### src/rtl/spi_reg_target.sv
// ---------------------------------------------------------------------------
// spi_reg_target
//   SPI mode-0 target that converts SPI frames into single-cycle accesses on
//   the register-bank application interface. Frame layout:
//     byte 0 : command  (bit 7 = 1 write, 0 read; bits 6:0 ignored)
//     byte 1 : address  (LSBs taken as the register address)
//     byte 2+: data     (address auto-increments for each further byte)
//   SCLK, CS_N and MOSI are oversampled in the clk domain, so sclk must run at
//   clk/8 or slower.
// ---------------------------------------------------------------------------
module spi_reg_target #(
    parameter int REG_W       = 8,   // fixed at 8: one SPI byte per register
    parameter int ADDR_W      = 8,   // must be <= 8
    parameter int SYNC_STAGES = 2    // synchroniser depth, >= 2
) (
    input  logic              clk,
    input  logic              rstb,
    // SPI pins
    input  logic              sclk,
    input  logic              cs_n,
    input  logic              mosi,
    output logic              miso,
    output logic              busy,
    // register-bank application interface
    output logic              wr_rdn,
    output logic [ADDR_W-1:0] addr,
    output logic [REG_W-1:0]  wdata,
    output logic              we,
    input  logic [REG_W-1:0]  rdata,
    input  logic              ack,
    input  logic              err,
    output logic              err_flag
);

    // -----------------------------------------------------------------------
    // Frame sequencer states
    // -----------------------------------------------------------------------
    typedef enum logic [1:0] {
        ST_IDLE = 2'd0,   // cs_n high, waiting for a frame
        ST_CMD  = 2'd1,   // shifting in the command byte
        ST_ADDR = 2'd2,   // shifting in the address byte
        ST_DATA = 2'd3    // data bytes until cs_n rises
    } state_t;

    // -----------------------------------------------------------------------
    // Synchroniser and edge-detect state
    // -----------------------------------------------------------------------
    logic [SYNC_STAGES-1:0] r_sclk_sync;
    logic [SYNC_STAGES-1:0] r_cs_sync;
    logic [SYNC_STAGES-1:0] r_mosi_sync;
    logic                   r_sclk_d;
    logic                   r_cs_d;
    logic                   r_busy;

    logic w_sclk_s;
    logic w_cs_s;
    logic w_mosi_s;
    logic w_sclk_rise;
    logic w_sclk_fall;
    logic w_cs_fall;
    logic w_cs_rise;

    // -----------------------------------------------------------------------
    // Frame sequencer state
    // -----------------------------------------------------------------------
    state_t             r_state;
    logic [2:0]         r_bit_cnt;    // bit index within the current byte
    logic [REG_W-2:0]   r_rx;         // first seven bits of the byte in flight
    logic [REG_W-1:0]   r_tx;         // read data being shifted out on miso
    logic               r_miso;
    logic               r_wr_rdn;
    logic [ADDR_W-1:0]  r_addr;
    logic [REG_W-1:0]   r_wdata;
    logic               r_we;
    logic               r_rd_load;    // capture rdata on the next clk
    logic               r_err_flag;

    logic [REG_W-1:0]   w_rx_byte;    // complete byte including current bit
    logic               w_byte_done;  // this sclk rise completes a byte

    // -----------------------------------------------------------------------
    // Bring the three asynchronous SPI pins into the clk domain.
    // -----------------------------------------------------------------------
    // NOTE: cs_n stages reset to 1 (the idle level) so leaving reset with the
    // target deselected produces neither a false frame start nor busy=1.
    always_ff @(posedge clk or negedge rstb) begin
        if (!rstb) begin
            r_sclk_sync <= '0;
            r_cs_sync   <= '1;
            r_mosi_sync <= '0;
        end else begin
            r_sclk_sync <= {r_sclk_sync[SYNC_STAGES-2:0], sclk};
            r_cs_sync   <= {r_cs_sync[SYNC_STAGES-2:0],   cs_n};
            r_mosi_sync <= {r_mosi_sync[SYNC_STAGES-2:0], mosi};
        end
    end

    assign w_sclk_s = r_sclk_sync[SYNC_STAGES-1];
    assign w_cs_s   = r_cs_sync[SYNC_STAGES-1];
    assign w_mosi_s = r_mosi_sync[SYNC_STAGES-1];

    // -----------------------------------------------------------------------
    // Remember the previous synchronised level for edge detection, and
    // register busy straight from the synchronised chip select.
    // -----------------------------------------------------------------------
    // NOTE: every clocked block uses non-blocking assignments so all flops
    // update together from the values present before the edge.
    always_ff @(posedge clk or negedge rstb) begin
        if (!rstb) begin
            r_sclk_d <= 1'b0;
            r_cs_d   <= 1'b1;
            r_busy   <= 1'b0;
        end else begin
            r_sclk_d <= w_sclk_s;
            r_cs_d   <= w_cs_s;
            r_busy   <= ~w_cs_s;
        end
    end

    // One-cycle strobes derived from the synchronised levels.
    assign w_sclk_rise = w_sclk_s  & ~r_sclk_d;
    assign w_sclk_fall = ~w_sclk_s &  r_sclk_d;
    assign w_cs_fall   = ~w_cs_s   &  r_cs_d;
    assign w_cs_rise   = w_cs_s    & ~r_cs_d;

    // mosi and sclk pass through equal-depth chains, so the mosi level seen
    // alongside the rise strobe is the bit the controller presented.
    assign w_rx_byte   = {r_rx, w_mosi_s};
    assign w_byte_done = w_sclk_rise && (r_bit_cnt == 3'd7);

    // -----------------------------------------------------------------------
    // Frame sequencer: byte assembly, bank handshake, read-data shifting.
    // -----------------------------------------------------------------------
    always_ff @(posedge clk or negedge rstb) begin
        if (!rstb) begin
            r_state    <= ST_IDLE;
            r_bit_cnt  <= 3'd0;
            r_rx       <= '0;
            r_tx       <= '0;
            r_miso     <= 1'b0;
            r_wr_rdn   <= 1'b0;
            r_addr     <= '0;
            r_wdata    <= '0;
            r_we       <= 1'b0;
            r_rd_load  <= 1'b0;
            r_err_flag <= 1'b0;
        end else begin
            // Write handshake: we holds until the bank acks; the address
            // advances on the edge that retires the write, so it reads as
            // incremented from the following cycle. An in-flight write is
            // allowed to finish even if cs_n has risen meanwhile.
            if (r_we && ack) begin
                r_we   <= 1'b0;
                r_addr <= r_addr + ADDR_W'(1);
                if (err) begin
                    r_err_flag <= 1'b1;
                end
            end

            // Read capture: addr became valid last cycle and rdata is
            // combinational on it. No ack means no data, so send zeros.
            if (r_rd_load) begin
                r_rd_load <= 1'b0;
                if (ack) begin
                    r_tx <= rdata;
                end else begin
                    r_tx       <= '0;
                    r_err_flag <= 1'b1;
                end
            end

            if (w_cs_rise) begin
                // Deselect always wins, including over a coincident 8th rise:
                // the partial or just-completed byte is discarded.
                r_state   <= ST_IDLE;
                r_bit_cnt <= 3'd0;
                r_miso    <= 1'b0;
            end else begin
                case (r_state)
                    ST_IDLE: begin
                        r_bit_cnt <= 3'd0;
                        r_miso    <= 1'b0;
                        if (w_cs_fall) begin
                            r_state    <= ST_CMD;
                            r_rx       <= '0;
                            r_err_flag <= 1'b0;
                        end
                    end

                    ST_CMD: begin
                        if (w_sclk_rise) begin
                            r_rx      <= w_rx_byte[REG_W-2:0];
                            r_bit_cnt <= r_bit_cnt + 3'd1;
                        end
                        if (w_byte_done) begin
                            r_wr_rdn <= w_rx_byte[7];
                            r_state  <= ST_ADDR;
                        end
                    end

                    ST_ADDR: begin
                        if (w_sclk_rise) begin
                            r_rx      <= w_rx_byte[REG_W-2:0];
                            r_bit_cnt <= r_bit_cnt + 3'd1;
                        end
                        if (w_byte_done) begin
                            r_addr  <= w_rx_byte[ADDR_W-1:0];
                            r_state <= ST_DATA;
                            if (!r_wr_rdn) begin
                                r_rd_load <= 1'b1;
                            end
                        end
                    end

                    ST_DATA: begin
                        if (w_sclk_rise) begin
                            r_rx      <= w_rx_byte[REG_W-2:0];
                            r_bit_cnt <= r_bit_cnt + 3'd1;
                        end
                        if (w_byte_done) begin
                            if (r_wr_rdn) begin
                                r_wdata <= w_rx_byte;
                                r_we    <= 1'b1;
                            end else begin
                                r_addr    <= r_addr + ADDR_W'(1);
                                r_rd_load <= 1'b1;
                            end
                        end
                        // Mode 0: present the next bit on each falling edge
                        // so it is stable at the controller's next rise. The
                        // first fall of a byte exposes bit 7 of fresh data.
                        if (w_sclk_fall && !r_wr_rdn) begin
                            r_miso <= r_tx[REG_W-1];
                            r_tx   <= {r_tx[REG_W-2:0], 1'b0};
                        end
                    end

                    default: begin
                        r_state <= ST_IDLE;
                    end
                endcase
            end
        end
    end

    // -----------------------------------------------------------------------
    // Outputs, all driven directly from flops
    // -----------------------------------------------------------------------
    assign miso     = r_miso;
    assign busy     = r_busy;
    assign wr_rdn   = r_wr_rdn;
    assign addr     = r_addr;
    assign wdata    = r_wdata;
    assign we       = r_we;
    assign err_flag = r_err_flag;

endmodule

### config.mk
export PLATFORM = sky130hd
export DESIGN_NAME = spi_reg_target
export DESIGN_NICKNAME = d
export VERILOG_FILES = /design/src/rtl/spi_reg_target.sv
export SDC_FILE = /design/constraint.sdc
export NUM_CORES = 1
export LEC_CHECK = 0
export BUFFER_PORTS_ARGS = -buffer_cell sky130_fd_sc_hd__buf_4
export CORE_ASPECT_RATIO = 0.5
export CORE_MARGIN = 5
export CORE_UTILIZATION = 61
export CTS_CLUSTER_DIAMETER = 60
export DETAILED_ROUTE_END_ITERATION = 16
export HOLD_SLACK_MARGIN = 0.15
export PLACE_DENSITY = 0.83
export SKIP_CTS_REPAIR_TIMING = 1
export SYNTH_ARGS = -nofsm -noshare
export SYNTH_HDL_FRONTEND = slang
export SYNTH_SLANG_ARGS = --single-unit
### constraint.sdc
create_clock -name clk -period 3.5 [get_ports clk]
set_input_delay 0 -clock clk [delete_from_list [all_inputs] [get_ports clk]]
set_output_delay 0 -clock clk [all_outputs]
set_load 0.03 [all_outputs]
# Word level (Yosys, flattened, before mapping)
# Index checks and enable logic that the tools add are counted.
# word_totals
register_bits	50
out_inout_bits	21
input_bits	15
# op_classes
muxes	41
reduce_logical	14
n_bitwise	9
n_eq_ne	11
add_sub_neg	2
# ops
cell	n
$mux W8	10
$mux W1	18
$pmux W8 S2	1
$mux W7	2
$pmux W7 S2	1
$ne A3 B3 Y1 const B	4
$add A8 B1 Y8 const B	1
$mux W2	4
$reduce_and A4 Y1	2
$mux W3	2
$pmux W2 S3	1
$pmux W3 S2	1
$reduce_and A3 Y1	2
$not A1 Y1	5
$and A1 B1 Y1	4
$eq A2 B2 Y1 const B	2
$reduce_bool A4 Y1	1
$add A3 B1 Y3 const B	1
$eq A3 B3 Y1 const B	1
$logic_and A1 B1 Y1	3
$ne A3 B1 Y1 const B	1
$reduce_bool A3 Y1	1
$reduce_or A3 Y1	1
$eq A2 B1 Y1 const B	1
7 further kinds	7

# Longest topological paths before layout
# Gate-level depths: netlist (run 1).
# depth
depth_word	7
ltp_mapped	7

# Worst setup path before layout (run 1)
# Ideal clock, no wire load.
# synth_timing
kind	flip-flop to flip-flop
from	reg r_cs_d
to	reg r_addr[3] (netlist: addr[3])
slack_ns	1.706
arrival_ns	1.673
path_buffers	1
stages_incl_launch_ff	8
t_required_ns	3.379
synth_period_minus_slack_ns	1.794
cell_sequence	dfstp_2 -> inv_1 -> ha_1 -> nand2b_1 -> clkbuf_2 -> a2bb2oi_1 -> a221o_1 -> a22o_1
# synth_via
elab_chain_cells	3
# synth_lines
element	line_no	rtl
start, declared	52	logic r_cs_d;
start signal, assigned	115	r_cs_d <= w_cs_s;
$not A1 Y1	124	assign w_cs_rise = w_cs_s & ~r_cs_d;
$and A1 B1 Y1	124	
$mux W8	172	if (w_cs_rise) begin
end signal, assigned	154	r_addr <= r_addr + ADDR_W'(1);
end signal, assigned	207	r_addr <= w_rx_byte[ADDR_W-1:0];
end signal, assigned	225	r_addr <= r_addr + ADDR_W'(1);
end, declared	72	logic [ADDR_W-1:0] r_addr;
# No other way between the ends.
# A chain may end at the register's enable or synchronous reset.

# Final worst setup path (run 1)
# Ends and elaborated chain as after synthesis.

==> qor.yml, run 1 <==
detailed_routing:
  routed_wl_um: 5880
  drtAntennaViolNets: 0
  first_iter_violations: 127
  met2_length_um: 2790
  num_vias: 2000
  routed_via_density: 5.85
  drt-met1-wl_um: 2650
  drc_errors: 0
  wl_met3_um: 398
  wl_per_cell_um: 17.2
  drt-pass1-iter-count: 4
  highest_layer: "met4"
clock_network:
  clk_latency_ns: 0.31
  cts_tree: "done"
  clock-sinks: 50
  clockRootBuffer: "clkbuf_8"
  clkTransAtPathRegs_ns: 0.09
  cts_buffers: 5
  htreeDepth: 2
  cts_buffer_depth: 2
synth:
  syn-num-nets: 267
  synth_top_area_frac: 0.450
  yosys_warnings: 0
  synth_top_family_by_area: "simple AND/OR/NAND/NOR gates"
  yosys-top-cells-count: "dfrtp_1, nand2_1, nor2b_1"
  synth_flop_cell: "dfrtp_1"
  yosys.area_share.xor_xnor: 0.0268
  synth_edf_count: 0
  synth-compound-area-share: 0.157
  async_reset_ff_frac: 1.00
  yosysTopAreaCell: "dfrtp_1"
  synth_area_um2: 2610
  yosysMostFrequentCell: "dfrtp_1"
  postSynthCellCount: 242
  synth.distinct_cells: 54
  ys_ff_latch: 50
  synth_fa_ha_area_frac: 0.0479
  netlist_top_cells_area: "dfrtp_1, mux2_1, ha_1, nor2b_1, dfstp_2"
  ys_seq_area_frac: 0.481
  postSynthAreaPerCell_um2: 10.8
  yosys-mux-area-fraction: 0.0843
  synth-simple-area-share: 0.168
cells_and_area:
  nFillCells: 275
  drive_gt1_frac: 0.184
  register_area_um2: 1250
  multiInputGateArea_um2: 1260
  area_growth_pct: 19.4
  n_antenna_cell: 0
  fin_cells: 342
  num-nets-final: 312
power_and_ir_drop:
  totalPowerFinal_mw: 1.80
  p_clk_frac: 0.199
  p_leak_nw: 1.45
  p_sw_frac: 0.367
  switchingPower_mw: 0.659
  p_int_mw: 1.14
  peakVddDrop_v: 0.000315
  power_frac_seq: 0.459
  power_frac_comb: 0.342
  powerDensity_nw_per_um2: 576
sta:
  tns_ns: 0
  grt_setup_unrepaired: "false"
  max_slew_margin: 0.398
  finalMaxSlewViolations: 0
  final.period_utilization: 0.635
  worst_pin_slew_ns: 0.899
  period_minus_slack_ns: 2.22
  hold_violations: 0
  setup_ws_ns: 1.28
  setup-violations-final: 0
  hold_ws_ns: 0.248
  fmax_mhz: 450
  finalClockSkew_ns: 0.00849
die:
  dieWidth_um: 103
  initial_core_util: 0.649
  die_h_um: 56.3
  core-area_um2: 4020
  dieArea_um2: 5770
  ios: 36
  rows: 16
run_status:
  status: "finished, final reports clean"
critical_path:
  r2r_cells: 6
  crit_path_start_kind: "register"
  r2r_start: "r_cs_d"
  worst_r2r_endpoint: "addr[3]"
  r2r_slack_ns: 1.28
  critical_path_required_ns: 3.70
  cp-end-kind: "register"
  worstPathMaxFanout: 15
  path_class: "reg2reg"
  worstPathArrival_ns: 2.43
place:
  io_buffers: 35
  placedCellCount: 320
  post-place-ws_ns: 1.34
  dp_hpwl_um: 4150
  gp_congestion: 0.900
grt:
  track_usage: 0.216
  grt_pass1_vias: 1919
  grt_max_degree: 51
  antenna_found_initial: 0
  grt_pass1_wl_um: 9600
  grt-ovfl-total: 0
run:
  maxCapViolCount: 0
hold_path:
  hp-class: "in2async"
registers in the layout, summed over array words and instances, names as in the netlist:
signal,count
r_sclk_sync,2
r_bit_cnt,3
r_tx,8
r_cs_sync,2
err_flag,1
wr_rdn,1
r_state,2
r_rx,7
addr,8
miso,1
wdata,8
r_rd_load,1
busy,1
r_sclk_d,1
r_mosi_sync,2
r_cs_d,1
we,1
placed cells by master, fill, tap and decap left out, types with 4 or more instances in the layout:
cell,instances
inv_1,8
nor3_1,6
dfrtp_1,47
nor2_1,8
buf_4,35
mux2_1,16
ha_1,10
dlygate4sd3_1,14
a21oi_1,10
xor2_1,5
clkbuf_8,6
nor2b_1,17
o22ai_1,4
mux2i_1,4
a31oi_1,4
o21ai_1,9
nand3_1,5
nand2_1,18
kinds of logic (layout without fill, tap and decap cells):
logic type,after synthesis,after routing
AND/OR/NAND/NOR,76,76
AO/OA/AOI/OAI,59,59
flip-flops,50,50
multiplexers,20,20
buffers and inverters,19,65
adder cells (fa/ha/maj),10,10
XOR/XNOR,8,8
metrics by stage:
step	instance area, um^2	utilization
after floorplan	2610	-
after global placement	2880	0.715
after detailed placement	2880	0.715
after CTS	2980	0.740
after global routing	3120	0.775
final	3120	0.775
critical path, stage by stage (launching register included):
cell	delay, ns
dfstp_2	0.54
inv_1	0.04
ha_1	0.37
nand2b_1	0.40
a2bb2oi_1	0.22
a221o_1	0.34
a22o_1	0.20
area by class of cell:
type                       instances  area share
sequential                        50       0.403
multi-input combinational        173       0.405
clock buffer                       6      0.0265
clock inverter                     2     0.00522
inverter                           8     0.00963
tap                               54      0.0217
timing repair buffer              49       0.129
metal layers:
metal,vias up,global-route usage
met4,0,0.0542
li1,958,-
met2,68,0.339
met1,970,0.303
met3,4,0.0507
met5,-,0
power groups by stage:
stage | registers (mW) | clock network, mW | logic [mW]
floorplan | 0.836 | 0 | 0.405
global placement | 0.821 | 0 | 0.579
detailed placement | 0.831 | 0 | 0.596
CTS | 0.821 | 0.367 | 0.602
global route | 0.845 | 0.390 | 0.683
finish | 0.825 | 0.358 | 0.613
how the worst max path moves through the flow:
stage	start	to	slack, ns	cells after the start
6_report	r_cs_d	addr[3]	1.28	6
4_1_cts	r_cs_d	addr[3]	1.31	6
3_5_place_dp	r_cs_d	addr[3]	1.34	6
2_1_floorplan	r_cs_d	addr[3]	1.71	7
3_3_place_gp	r_cs_d	addr[3]	1.40	6
5_1_grt	r_cs_d	addr[3]	1.18	6
Note: power is estimated with default switching activity, not from simulation.
==> inputs of run 2 (changes only) <==
- CORE_UTILIZATION: 61 -> 57
- PLACE_DENSITY: 0.83 -> 0.78
- clock period: 3.5 -> 2.15 ns (I/O delays scaled with it)
==> run 2 against run 1 <==
First-iteration DRC count shrank 24%. Critical path depth is the same. Die area grew 6.0%. Wire length shrank 1.3%. Cell area grew 1.8%. Largest cell class unchanged. Highest routed layer unchanged.
==> qor.yml, run 2 (synthesis results as in run 1) <==
critical_path:
  r2r_slack_ns: 0.17
  slowest_stage: "dfrtp_1"
  r2r_cells: 6
  r2r_start: "r_bit_cnt[0]"
  critical_path_required_ns: 2.34
  path_delay_family: "compound AO/OA/AOI/OAI gates"
  cp-end-kind: "register"
  path_common_cell: "ha_1"
  worstPathCellList: "ha_1, ha_1, nand4bb_1, a21oi_2, a221o_1, a22o_1"
  crit_path_start_kind: "register"
  path_class: "reg2reg"
  cp_slowest_stage_delay_ns: 0.40
  worst_r2r_endpoint: "addr[3]"
  worstPathMaxFanout: 8
  worstPathArrival_ns: 2.17
  cp.buffers_inverters: 0
grt:
  antenna_found_initial: 0
  grt_pass1_vias: 1910
  grt_pass1_wl_um: 9400
  grt_max_degree: 51
  grt-ovfl-total: 0
  track_usage: 0.192
die:
  rows: 17
  core-area_um2: 4400
  ios: 36
  dieArea_um2: 6120
  dieWidth_um: 106
  initial_core_util: 0.593
  die_h_um: 57.9
place:
  post-place-ws_ns: 0.210
  place_area_um2: 2920
  io_buffers: 35
  dp_hpwl_um: 3990
  gp_congestion: 0.908
detailed_routing:
  drt-pass1-iter-count: 4
  met2_length_um: 2550
  first_iter_violations: 97
  highest_layer: "met4"
  drc_errors: 0
  routed_wl_um: 5800
  routed_via_density: 5.76
  num_vias: 2016
  wl_met3_um: 355
  drt-met1-wl_um: 2880
  drtAntennaViolNets: 0
  wl_per_cell_um: 16.6
clock_network:
  htreeDepth: 2
  clk_latency_ns: 0.30
  cts_buffers: 5
  clock-sinks: 50
  cts_tree: "done"
  clockRootBuffer: "clkbuf_8"
  clkTransAtPathRegs_ns: 0.10
  cts_buffer_depth: 2
sta:
  finalMaxSlewViolations: 0
  final.period_utilization: 0.921
  hold_violations: 0
  fmax_mhz: 505
  max_slew_margin: 0.576
  setup_ws_ns: 0.171
  grt_setup_unrepaired: "false"
  period_minus_slack_ns: 1.98
  finalClockSkew_ns: 0.00623
  worst_pin_slew_ns: 0.636
  tns_ns: 0
  setup-violations-final: 0
cells_and_area:
  drive_gt1_frac: 0.198
  n_antenna_cell: 0
  final_cell_mix: "dfrtp_1, buf_4, nand2_1, nor2b_1, mux2_1"
  final_core_util: 0.720
  area_growth_pct: 21.5
  final_common_cell: "dfrtp_1"
  num-nets-final: 317
  final_area_um2: 3170
power_and_ir_drop:
  peakVddDrop_v: 0.000564
  p_leak_nw: 1.49
  powerDensity_nw_per_um2: 955
run_status:
  status: "finished, final reports clean"
hold_path:
  hp-class: "in2async"
run:
  maxCapViolCount: 0
-- run 2: cell types whose count changed in the layout (fill, tap and decap cells not counted), sizes merged --
cell / delta
buf: +5
bufinv: +1
clkbuf: -1
clkinv: +1
clkinvlp: -1
-- run 2: worst reg2reg max path, stage by stage (launching register included) --
cell	delay, ns
dfrtp_1	0.40
ha_1	0.20
ha_1	0.23
nand4bb_1	0.37
a21oi_2	0.12
a221o_1	0.35
a22o_1	0.20
-- run 2: final cells by class --
type | instances | area (um^2)
Tap cell | 57 | 71.3
Multi-Input combinational cell | 173 | 1260
Clock inverter | 3 | 43.8
Fill cell | 330 | 1230
Clock buffer | 5 | 68.8
Inverter | 8 | 30.0
Sequential cell | 50 | 1250
Timing Repair Buffer | 54 | 440
-- run 2: metal layers --
metal / global-route usage / vias to the layer above
met3: 0.0456 / 4
met2: 0.295 / 62
met5: 0 / -
met1: 0.281 / 979
li1: - / 971
met4: 0.0387 / 0
-- run 2: where the power goes --
| part | internal (mW) | switching (mW) | total [mW] |
|---|---|---|---|
| logic | 0.479 | 0.550 | 1.03 |
| clock network | 0.349 | 0.325 | 0.674 |
| registers | 1.13 | 0.191 | 1.33 |
-- run 2: stage by stage --
step / hold slack [ns] / total power [mW] / instances
floorplan: -0.296 / 2.02 / 242
global placement: 0.0475 / 2.31 / 328
detailed placement: 0.0638 / 2.35 / 328
CTS: -0.264 / 3.02 / 336
global route: 0.323 / 3.23 / 350
finish: 0.265 / 3.03 / 350
-- run 2: worst max-delay path by stage --
stage / slack (ns) / cells after the start / to / from
2_1_floorplan: 0.36 / 7 / addr[3] / r_cs_d
3_3_place_gp: 0.24 / 6 / addr[3] / r_bit_cnt[0]
3_5_place_dp: 0.21 / 6 / addr[3] / r_bit_cnt[0]
4_1_cts: 0.19 / 6 / addr[3] / r_bit_cnt[0]
5_1_grt: 0.08 / 6 / addr[3] / r_bit_cnt[0]
6_report: 0.17 / 6 / addr[3] / r_bit_cnt[0]
==> inputs of run 3 (changes only) <==
- CELL_PAD_IN_SITES_DETAIL_PLACEMENT: unset -> 0
- CELL_PAD_IN_SITES_GLOBAL_PLACEMENT: unset -> 2
- CORE_UTILIZATION: 57 -> 37
==> run 3 against run 2 <==
Highest routed layer unchanged. Clock power grew 39%. Power grew 10%. Largest cell class unchanged. Largest power group unchanged. Non-clock buffer count grew 3. Cell area grew 4.2%.
==> qor.yml, run 3 (synthesis results as in run 1) <==
sta:
  final.period_utilization: 0.902
  setup_ws_ns: 0.210
  tns_ns: 0
  worst_pin_slew_ns: 0.649
  fmax_mhz: 516
  period_minus_slack_ns: 1.94
  setup-violations-final: 0
  finalClockSkew_ns: 0.00327
  grt_setup_unrepaired: "false"
  finalMaxSlewViolations: 0
  hold_violations: 0
  max_slew_margin: 0.567
die:
  ios: 36
  core-area_um2: 6780
  die_h_um: 69.4
  initial_core_util: 0.385
  rows: 21
  dieWidth_um: 129
  dieArea_um2: 8940
critical_path:
  cp.buffers_inverters: 0
  cp_slowest_stage_delay_ns: 0.39
  r2r_cells: 6
  worstPathArrival_ns: 2.13
  path_common_cell: "ha_1"
  worstPathCellList: "ha_1, ha_1, and3b_1, a2bb2oi_1, a221o_1, a22o_1"
  cp-end-kind: "register"
  slowest_stage: "and3b_1"
  cp.depth: 6
  worstPathMaxFanout: 8
  r2r_start: "r_bit_cnt[0]"
  path_class: "reg2reg"
  path_delay_family: "compound AO/OA/AOI/OAI gates"
  critical_path_required_ns: 2.34
  r2r_slack_ns: 0.21
  worst_r2r_endpoint: "addr[3]"
  crit_path_start_kind: "register"
cells_and_area:
  multiInputGateArea_um2: 1270
  nFillCells: 657
  num-nets-final: 320
  area_growth_pct: 26.5
  final_common_cell: "dfrtp_1"
  n_antenna_cell: 0
  drive_gt1_frac: 0.209
  final_cell_mix: "dfrtp_1, buf_4, nand2_1, nor2b_1, mux2_1"
  register_area_um2: 1250
grt:
  track_usage: 0.143
  antenna_found_initial: 0
  grt_pass1_vias: 1974
  grt-ovfl-total: 0
  grt_max_degree: 51
  grt_pass1_wl_um: 10000
run_status:
  status: "finished, final reports clean"
clock_network:
  cts_buffer_depth: 2
  cts_buffers: 5
  clockRootBuffer: "clkbuf_16"
  clock-sinks: 50
  clk_latency_ns: 0.30
  htreeDepth: 2
  cts_tree: "done"
  clkTransAtPathRegs_ns: 0.07
power_and_ir_drop:
  p_leak_nw: 1.53
  peakVddDrop_v: 0.000396
  powerDensity_nw_per_um2: 1010
place:
  dp_hpwl_um: 4370
  io_buffers: 35
  gp_congestion: 0.818
  post-place-ws_ns: 0.192
detailed_routing:
  drc_errors: 0
  drtAntennaViolNets: 0
  drt-pass1-iter-count: 4
  routed_wl_um: 6080
  routed_via_density: 5.08
  first_iter_violations: 121
  wl_per_cell_um: 15.7
  num_vias: 1970
run:
  maxCapViolCount: 0
hold_path:
  hp-class: "in2async"
[run 3: cell count changes in the layout (fill, tap and decap cells not counted)]
cell / delta
clkbuf_16: +5
clkbuf_8: -5
buf_4: +3
clkinv_2: -1
clkinvlp_4: +1
inv_6: -1
inv_8: +1
nand4bb_1: -1
nand4bb_2: +1
[run 3: cell type report]
type	instances	share of cell area
multi-input cells	173	0.384
clock buffers	5	0.0379
inverters	8	0.00909
repair buffers	57	0.140
flip-flops and latches	50	0.380
well taps	92	0.0348
clock inverters	3	0.0148
[run 3: layer usage]
layer / part of all wire / GRT usage / wire (um)
met1: 0.51 / 0.212 / 3080
met2: 0.43 / 0.201 / 2600
met3: 0.060 / 0.0369 / 363
met4: 0.0071 / 0.0454 / 43
met5: 0 / 0 / 0
[run 3: how the worst max path moves through the flow]
stage                 startpoint       end
finish              r_bit_cnt[0]   addr[3]
global route        r_bit_cnt[1]   addr[0]
CTS                 r_bit_cnt[0]   addr[3]
detailed placement  r_bit_cnt[0]   addr[3]
global placement          r_cs_d  wdata[3]
floorplan                 r_cs_d   addr[3]
[run 3: report_power, final]
group | switching, mW | internal (mW) | total, mW
registers | 0.195 | 1.14 | 1.33
clock network | 0.383 | 0.558 | 0.940
logic | 0.561 | 0.508 | 1.07
[run 3: through the flow]
stage	instances	hold slack, ns	utilization	power, mW	area (um^2)
2_1_floorplan	242	-0.296	-	2.02	2610
3_3_place_gp	366	0.0696	0.440	2.38	2990
3_5_place_dp	366	0.0877	0.440	2.40	2990
4_1_cts	374	-0.241	0.466	3.35	3160
5_1_grt	388	0.343	0.487	3.56	3300
6_report	388	0.269	0.487	3.34	3300
